[config.mk]
export PLATFORM = sky130hd
export DESIGN_NAME = hamming_secded_dec
export DESIGN_NICKNAME = d
export VERILOG_FILES = /design/src/rtl/secded_pkg.sv /design/src/rtl/secded_syndrome.sv /design/src/rtl/hamming_secded_dec.sv
export SDC_FILE = /design/constraint.sdc
export NUM_CORES = 1
export LEC_CHECK = 0
export CAP_MARGIN = 20
export CORE_AREA = 2 2 93 86
export CTS_CLUSTER_DIAMETER = 120
export DETAILED_ROUTE_END_ITERATION = 12
export DIE_AREA = 0 0 95 88
export PLACE_DENSITY = 0.7
export SLEW_MARGIN = 20
export SYNTH_ARGS = -nofsm -noshare
export SYNTH_HDL_FRONTEND = slang
export SYNTH_SLANG_ARGS = --single-unit
[constraint.sdc]
create_clock -name clk -period 3.57 [get_ports clk]
set_clock_uncertainty 0.15 [all_clocks]
set_input_delay 0.714 -clock clk [delete_from_list [all_inputs] [get_ports clk]]
set_output_delay 0.714 -clock clk [all_outputs]
set_load 0.01 [all_outputs]
[src/rtl/secded_pkg.sv]
// Shared definitions for the SECDED Hamming decoder: the status encoding,
// the codeword geometry derived from the message width, and helpers.
package secded_pkg;

  // Classification of a received word
  typedef enum logic [1:0] {
    STAT_CLEAN = 2'b00,
    STAT_CORR  = 2'b01,
    STAT_DBL   = 2'b10
  } stat_e;

  // Number of Hamming parity bits: smallest p with 2^p >= data_w + p + 1
  function automatic int calc_p(input int data_w);
    int p;
    int one;
    p   = 0;
    one = 1;
    for (int i = 1; i < 8; i++) begin
      if ((p == 0) && ((one << i) >= (data_w + i + 1))) begin
        p = i;
      end else begin
        p = p;
      end
    end
    return p;
  endfunction

  // Full codeword width: data + Hamming parity + overall parity p0
  function automatic int calc_code_w(input int data_w);
    return data_w + calc_p(data_w) + 1;
  endfunction

  // Parity of the ones count; narrower words are zero-extended by the caller
  function automatic logic parity64(input logic [63:0] v);
    return ^v;
  endfunction

  // Power-of-two positions hold Hamming parity; the rest carry data
  function automatic logic is_pow2(input int v);
    return ((v & (v - 1)) == 0);
  endfunction

  // Codeword position carrying data bit k (k = 0 is d1)
  function automatic int data_pos(input int k);
    int cnt;
    int res;
    cnt = 0;
    res = 0;
    for (int pos = 1; pos < 128; pos++) begin
      if (!is_pow2(pos)) begin
        if (cnt == k) begin
          res = pos;
        end else begin
          res = res;
        end
        cnt = cnt + 1;
      end else begin
        cnt = cnt;
      end
    end
    return res;
  endfunction

endpackage

[src/rtl/secded_syndrome.sv]
// Combinational syndrome and overall-parity generator for a SECDED codeword.
// The syndrome is the XOR of the indices of every set bit above bit 0, so a
// single flipped bit at position i yields exactly i.
module secded_syndrome
  import secded_pkg::*;
#(
  parameter int CODE_W = 16,
  localparam int SYN_W = $clog2(CODE_W)
) (
  input  logic [CODE_W-1:0] code,
  output logic [SYN_W-1:0]  syn,
  output logic              q
);

  logic [63:0] code_ext_s;

  // Widen the codeword so the shared parity helper can be used at any width
  always_comb begin
    code_ext_s = 64'd0;
    code_ext_s[CODE_W-1:0] = code;
  end

  // Accumulate the XOR of indices of set bits (bit 0 is excluded)
  always_comb begin
    syn = '0;
    for (int i = 1; i < CODE_W; i++) begin
      if (code[i]) begin
        syn = syn ^ SYN_W'(i);
      end else begin
        syn = syn;
      end
    end
  end

  // Overall parity across every codeword bit, p0 included
  always_comb begin
    q = parity64(code_ext_s);
  end

endmodule

[src/rtl/hamming_secded_dec.sv]
// Two-stage SECDED Hamming decoder with valid/ready handshakes.
// Stage 1 captures the codeword with its syndrome and overall parity;
// stage 2 holds the corrected message and its status. Saturating counters
// track delivered corrected and uncorrectable words.
module hamming_secded_dec
  import secded_pkg::*;
#(
  parameter int DATA_W = 11,
  parameter int CNT_W  = 16,
  localparam int P      = calc_p(DATA_W),
  localparam int CODE_W = calc_code_w(DATA_W)
) (
  input  logic              clk,
  input  logic              reset,
  input  logic              in_valid,
  output logic              in_ready,
  input  logic [CODE_W-1:0] in_code,
  output logic              out_valid,
  input  logic              out_ready,
  output logic [DATA_W-1:0] out_data,
  output logic [1:0]        out_status,
  input  logic              cnt_clr,
  output logic [CNT_W-1:0]  cnt_corr,
  output logic [CNT_W-1:0]  cnt_dbl
);

  localparam logic [P:0]       CODE_LIM = (P + 1)'(CODE_W);
  localparam logic [CNT_W-1:0] CNT_ONE  = CNT_W'(1);
  localparam logic [CNT_W-1:0] CNT_MAX  = {CNT_W{1'b1}};

  // Pipeline state
  logic              rst_done_r;
  logic              s1_full_r;
  logic [CODE_W-1:0] s1_code_r;
  logic [P-1:0]      s1_syn_r;
  logic              s1_q_r;
  logic              s2_full_r;
  logic [DATA_W-1:0] s2_data_r;
  stat_e             s2_stat_r;
  logic [CNT_W-1:0]  cnt_corr_r;
  logic [CNT_W-1:0]  cnt_dbl_r;

  // Combinational helpers
  logic [P-1:0]      syn_s;
  logic              q_s;
  logic              in_fire_s;
  logic              s2_adv_s;
  logic              out_fire_s;
  logic              syn_in_range_s;
  logic              flip_s;
  stat_e             stat_s;
  logic [CODE_W-1:0] flip_mask_s;
  logic [CODE_W-1:0] corr_code_s;
  logic [DATA_W-1:0] data_s;

  secded_syndrome #(
    .CODE_W(CODE_W)
  ) u_syndrome (
    .code(in_code),
    .syn (syn_s),
    .q   (q_s)
  );

  // Handshake decode; in_ready depends only on registered state and out_ready
  always_comb begin
    out_fire_s = s2_full_r & out_ready;
    s2_adv_s   = s1_full_r & (~s2_full_r | out_ready);
    in_ready   = rst_done_r & (~s1_full_r | s2_adv_s);
    in_fire_s  = in_valid & in_ready;
  end

  // Classify the stage-1 word from its syndrome and overall parity
  always_comb begin
    stat_s         = STAT_CLEAN;
    flip_s         = 1'b0;
    syn_in_range_s = ({1'b0, s1_syn_r} < CODE_LIM);
    if (!s1_q_r) begin
      if (s1_syn_r != '0) begin
        stat_s = STAT_DBL;
      end else begin
        stat_s = STAT_CLEAN;
      end
    end else begin
      if (syn_in_range_s) begin
        stat_s = STAT_CORR;
        flip_s = 1'b1;
      end else begin
        stat_s = STAT_DBL;
      end
    end
  end

  // Invert the bit named by the syndrome; position 0 is p0 and leaves data intact
  always_comb begin
    flip_mask_s = '0;
    if (flip_s) begin
      flip_mask_s[s1_syn_r] = 1'b1;
    end else begin
      flip_mask_s = '0;
    end
    corr_code_s = s1_code_r ^ flip_mask_s;
  end

  // Gather the data bits from the non-power-of-two positions in ascending order
  for (genvar k = 0; k < DATA_W; k++) begin : g_data
    localparam int POS = data_pos(k);
    assign data_s[k] = corr_code_s[POS];
  end

  // Becomes 1 on the first edge that samples reset released
  always_ff @(posedge clk) begin
    if (!reset) begin
      rst_done_r <= 1'b0;
    end else begin
      rst_done_r <= 1'b1;
    end
  end

  // Stage 1: capture codeword, syndrome and overall parity
  always_ff @(posedge clk) begin
    if (!reset) begin
      s1_full_r <= 1'b0;
      s1_code_r <= '0;
      s1_syn_r  <= '0;
      s1_q_r    <= 1'b0;
    end else if (in_fire_s) begin
      s1_full_r <= 1'b1;
      s1_code_r <= in_code;
      s1_syn_r  <= syn_s;
      s1_q_r    <= q_s;
    end else if (s2_adv_s) begin
      s1_full_r <= 1'b0;
    end else begin
      s1_full_r <= s1_full_r;
    end
  end

  // Stage 2: corrected data and status, held while downstream stalls
  always_ff @(posedge clk) begin
    if (!reset) begin
      s2_full_r <= 1'b0;
      s2_data_r <= '0;
      s2_stat_r <= STAT_CLEAN;
    end else if (s2_adv_s) begin
      s2_full_r <= 1'b1;
      s2_data_r <= data_s;
      s2_stat_r <= stat_s;
    end else if (out_ready) begin
      s2_full_r <= 1'b0;
    end else begin
      s2_full_r <= s2_full_r;
    end
  end

  // Saturating event counters; a clear wins over a same-cycle increment
  always_ff @(posedge clk) begin
    if (!reset) begin
      cnt_corr_r <= '0;
      cnt_dbl_r  <= '0;
    end else if (cnt_clr) begin
      cnt_corr_r <= '0;
      cnt_dbl_r  <= '0;
    end else if (out_fire_s) begin
      case (s2_stat_r)
        STAT_CORR: begin
          if (cnt_corr_r != CNT_MAX) begin
            cnt_corr_r <= cnt_corr_r + CNT_ONE;
          end else begin
            cnt_corr_r <= cnt_corr_r;
          end
        end
        STAT_DBL: begin
          if (cnt_dbl_r != CNT_MAX) begin
            cnt_dbl_r <= cnt_dbl_r + CNT_ONE;
          end else begin
            cnt_dbl_r <= cnt_dbl_r;
          end
        end
        default: begin
          cnt_corr_r <= cnt_corr_r;
          cnt_dbl_r  <= cnt_dbl_r;
        end
      endcase
    end else begin
      cnt_corr_r <= cnt_corr_r;
      cnt_dbl_r  <= cnt_dbl_r;
    end
  end

  assign out_valid  = s2_full_r;
  assign out_data   = s2_data_r;
  assign out_status = s2_stat_r;
  assign cnt_corr   = cnt_corr_r;
  assign cnt_dbl    = cnt_dbl_r;

endmodule

==> results of run 1 <==
state kept, by name (all words and copies together), names as in the netlist, 2 cells and up:
register / cells
cnt_dbl: 16
cnt_corr: 16
s1_code_r: 11
out_status: 2
out_data: 11
s1_syn_r: 4
path summary, 6_finish.rpt:
kind | endpoint | depth (start not counted)
worst max-delay path | in_ready | 5
worst min-delay path | s1_code_r[5]$_SDFFE_PN0P_ | 2
worst max register to register | cnt_corr[1]$_SDFFE_PP0P_ | 6
worst min register to register | s1_code_r[5]$_SDFFE_PN0P_ | 2
cell type report:
type,count,share of cell area
clock buffer,11,0.03396
clock inverter,5,0.01353
multi-input combinational,279,0.4494
sequential,64,0.3078
tap,96,0.02885
timing repair buffer,70,0.1665
per-stage QoR:
stage | setup WS (ps) | utilization | cells | total power [mW] | hold slack [ps]
after CTS | 415.4 | 0.5629 | 525 | 1.569 | 331.7
after detailed placement | 423.8 | 0.5362 | 509 | 0.9526 | 318.3
after floorplan | 1524 | - | 355 | 0.8868 | 290.2
final | 414.3 | 0.5629 | 525 | 1.548 | 330.5
after global routing | 340.6 | 0.5629 | 525 | 1.620 | 347.0
after global placement | 423.0 | 0.5362 | 509 | 0.9506 | 310.1
placed cells by master (no fill, tap or decap), drive strengths merged, types with 10 or more instances in the layout:
cell type      instances
nand2                 39
clkbuf                11
a21boi                12
nand3                 25
dfxtp                 64
nand4                 10
nor2                  36
clkdlybuf4s50         67
o211a                 14
xnor2                 28
xor2                  25
or3                   10
o21ai                 17
power groups by stage:
| stage | clock network, mW | logic (mW) | registers, mW |
|---|---|---|---|
| 2_1_floorplan | 0 | 0.120 | 0.767 |
| 3_3_place_gp | 0 | 0.182 | 0.769 |
| 3_5_place_dp | 0 | 0.183 | 0.770 |
| 4_1_cts | 0.633 | 0.183 | 0.753 |
| 5_1_grt | 0.663 | 0.202 | 0.756 |
| 6_report | 0.613 | 0.182 | 0.754 |
per-layer routing:
layer / part of all wire / global-route usage / routed length, microns
met3: 0.053 / 0.05164 / 364
met5: 0 / 0 / 0
met4: 0.021 / 0.06851 / 144
met2: 0.45 / 0.3011 / 3122
met1: 0.47 / 0.2182 / 3263
logic make-up after synthesis:
family                   count (synthesis)  synth area share
adder cells (fa/ha/maj)                  2          0.007763
AO/OA/AOI/OAI                           57            0.1335
flip-flops                              64            0.3975
XOR/XNOR                                53            0.1440
buffers and inverters                   12           0.02213
multiplexers                             5           0.01553
AND/OR/NAND/NOR                        162            0.2795
critical path: stages:
cell and delay [ps]:
sky130_fd_sc_hd__clkdlybuf4s50_1 540, sky130_fd_sc_hd__and2b_2 260, sky130_fd_sc_hd__nand2_1 110, sky130_fd_sc_hd__and2_1 150, sky130_fd_sc_hd__clkdlybuf4s50_1 530
==> results.txt, run 1 <==
----------------------------------------------------
[Status]
  Run status ... completed

[Route]
  Drt first-iter violations ... between 100 and 150
  Length of the first detailed-routing pass in iterations ... 5
  Vias per Instance ... around 5.2
  Detailed-route via count ... around 2.7k
  Number of remaining DRC errors ... 0
  Remaining antenna violation count ... 0
  WL/cell ... between 10 and 15 microns
  Final wirelength ... ~7000 microns

[Final layout]
  Fraction of final layout cells with drive strength greater than 1 ... 0.08392
  Fill cell total of the finished layout ... 708
  Synth-to-Final Area Change ... 29.15%
  Net count reported at finish ... 447
  Ant. Diodes ... 0
  Sequential cell area ... 0.001281 sq mm
  Combined area of the multi-input logic cells ... between 0.0015 and 0.002 sq mm
  Final design instance area without fill ... between 0.004 and 0.005 sq mm

[Clocking]
  Number of clock buffers inserted by TritonCTS ... 9
  Clock root buffer ... sky130_fd_sc_hd__clkbuf_8
  Clk sinks ... 64
  Clock buffer depth ... 2
  Clock transition at the register clock pins on the worst setup and hold paths after CTS ... roughly 70 ps
  Buffers inserted during post-CTS setup optimization ... 0
  Number of H-tree levels ... 3
  TritonCTS clock tree ... built
  Quantity of gates resized following cts ... 0
  Clock latency on the worst-skew pair ... between 300 and 400 ps
  Hold-fix buffers, CTS ... 0

[Placement]
  Post-detailed-placement half-perimeter wirelength ... between 5000 and 6000 microns
  Port bufs ... 67
  Instance area after placement ... roughly 0.0040 sq mm
  Routability congestion estimate from global placement ... approximately 0.8

[Power and ir drop]
  Peak supply drop ... approximately 250 uV
  Pwr Density ... between 300 and 400 mW/mm^2
  Internal power ... 1.173 mW
  LEAKAGE ... about 1.6 nW
  P_sw ... ~0.38 mW
  Power share of the sequential group ... 0.487
  Logic pwr share ... 0.117
  Switching fraction of total power ... 0.2424
  Clock group share of total power ... 0.396

[Worst setup path]
  Startpoint type of the worst setup path ... input pin
  CP arrival ... approximately 2300 ps
  Largest fanout on the critical path ... 5
  Data required time at the worst endpoint ... about 2700 ps
  Start of the worst register-to-register path ... cnt_corr[0]$_SDFFE_PP0P_
  Critical setup path kind ... in -> out
  Category of the worst setup path capture point ... primary output
  Critical Path Start ... out_ready
  Setup slack of the worst register-to-register path ... about 1700 ps

[Global route]
  Number of global-route vias before repair ... between 2k and 3k
  GR Util All Layers ... 0.1793
  Total gr overflow ... 0
  Antenna violations before repair ... 0
  Maximum number of pins on one net before global-route repair ... 34
  Global-route wire length before repair ... roughly 12000 microns

[Timing]
  Highest achievable clock rate ... around 320 MHz
  Final number of hold-violating endpoints ... 0
  RSZ-0062 raised after global routing ... no
  Setup TNS ... 0 ps
  Setup-failing EPs final ... 0
  Shortest clock period the worst path allows after layout ... 3156 ps
  Transition at the pin with the smallest max-transition slack ... roughly 640 ps
  Final period utilization ... 0.8840
  Rel. slew slack ... 0.5702
  Number of pins exceeding their max-slew limit in the final report ... 0

[Floorplanning]
  Area of the die ... ~0.0084 sq mm
  Row count ... 30
  Placeable core region ... between 0.007 and 0.008 sq mm
  Initial Util ... 0.4359
  Die boundary width ... ~95 microns
  Height of the die ... approximately 88 microns
  Number of top-level design ports ... 68

[Flow run]
  MaxCap Viol Count ... 0

[Hold path]
  HP Start ... s1_code_r[5]$_SDFFE_PN0P_
  Type of the tightest min-delay check ... reg -> reg

[Yosys]
  Sequential element share of the synthesized area ... 0.3975
  Synth area leader ... sky130_fd_sc_hd__dfxtp_1
  Synth top cells by count ... 64 x sky130_fd_sc_hd__dfxtp_1, 39 x sky130_fd_sc_hd__nand2_1, 35 x sky130_fd_sc_hd__nor2_1, 28 x sky130_fd_sc_hd__xnor2_1, 25 x sky130_fd_sc_hd__xor2_1
  Largest cells by area after synthesis ... sky130_fd_sc_hd__dfxtp_1 40%, sky130_fd_sc_hd__xnor2_1 7.6%, sky130_fd_sc_hd__xor2_1 6.8%, sky130_fd_sc_hd__nand2_1 4.5%, sky130_fd_sc_hd__o211a_1 4.3%
  Distinct cell type count after synthesis ... 50
  Async set-or-reset flop fraction in the synthesized netlist ... 0
  Synthesized instance count ... 355
  Synth Net Count ... about 380
  Number of enable-type register cells in the synthesized netlist ... 0
  Yosys synthesis warning count ... 0
  Synthesized area ... about 0.0032 sq mm
  Flip-flop and latch count after synthesis ... 64
  Dominant cell by count in the synthesized netlist ... sky130_fd_sc_hd__dfxtp_1
  Top FF cell, synth ... sky130_fd_sc_hd__dfxtp_1
  Avg Cell Area, Syn ... just over 9 sq um
  Area share of the largest cell type after synthesis ... 0.3975

----------------------------------------------------
Note: power is estimated with default switching activity, not from simulation.
==> inputs of run 2 (changes only) <==
--- a/config.mk
+++ b/config.mk
@@ -8,6 +8,7 @@
 export CAP_MARGIN = 20
 export CORE_AREA = 2 2 93 86
 export CTS_CLUSTER_DIAMETER = 120
+export CTS_CLUSTER_SIZE = 24
 export DETAILED_ROUTE_END_ITERATION = 12
 export DIE_AREA = 0 0 95 88
 export PLACE_DENSITY = 0.7
==> results of run 2 <==
The final DEF is identical to that of run 1; final timing and power are the same.
==> inputs of run 3 (changes only) <==
--- a/config.mk
+++ b/config.mk
@@ -8,7 +8,6 @@
 export CAP_MARGIN = 20
 export CORE_AREA = 2 2 93 86
 export CTS_CLUSTER_DIAMETER = 120
-export CTS_CLUSTER_SIZE = 24
 export DETAILED_ROUTE_END_ITERATION = 12
 export DIE_AREA = 0 0 95 88
 export PLACE_DENSITY = 0.7
==> results of run 3 <==
The final DEF is identical to that of run 1; final timing and power are the same.
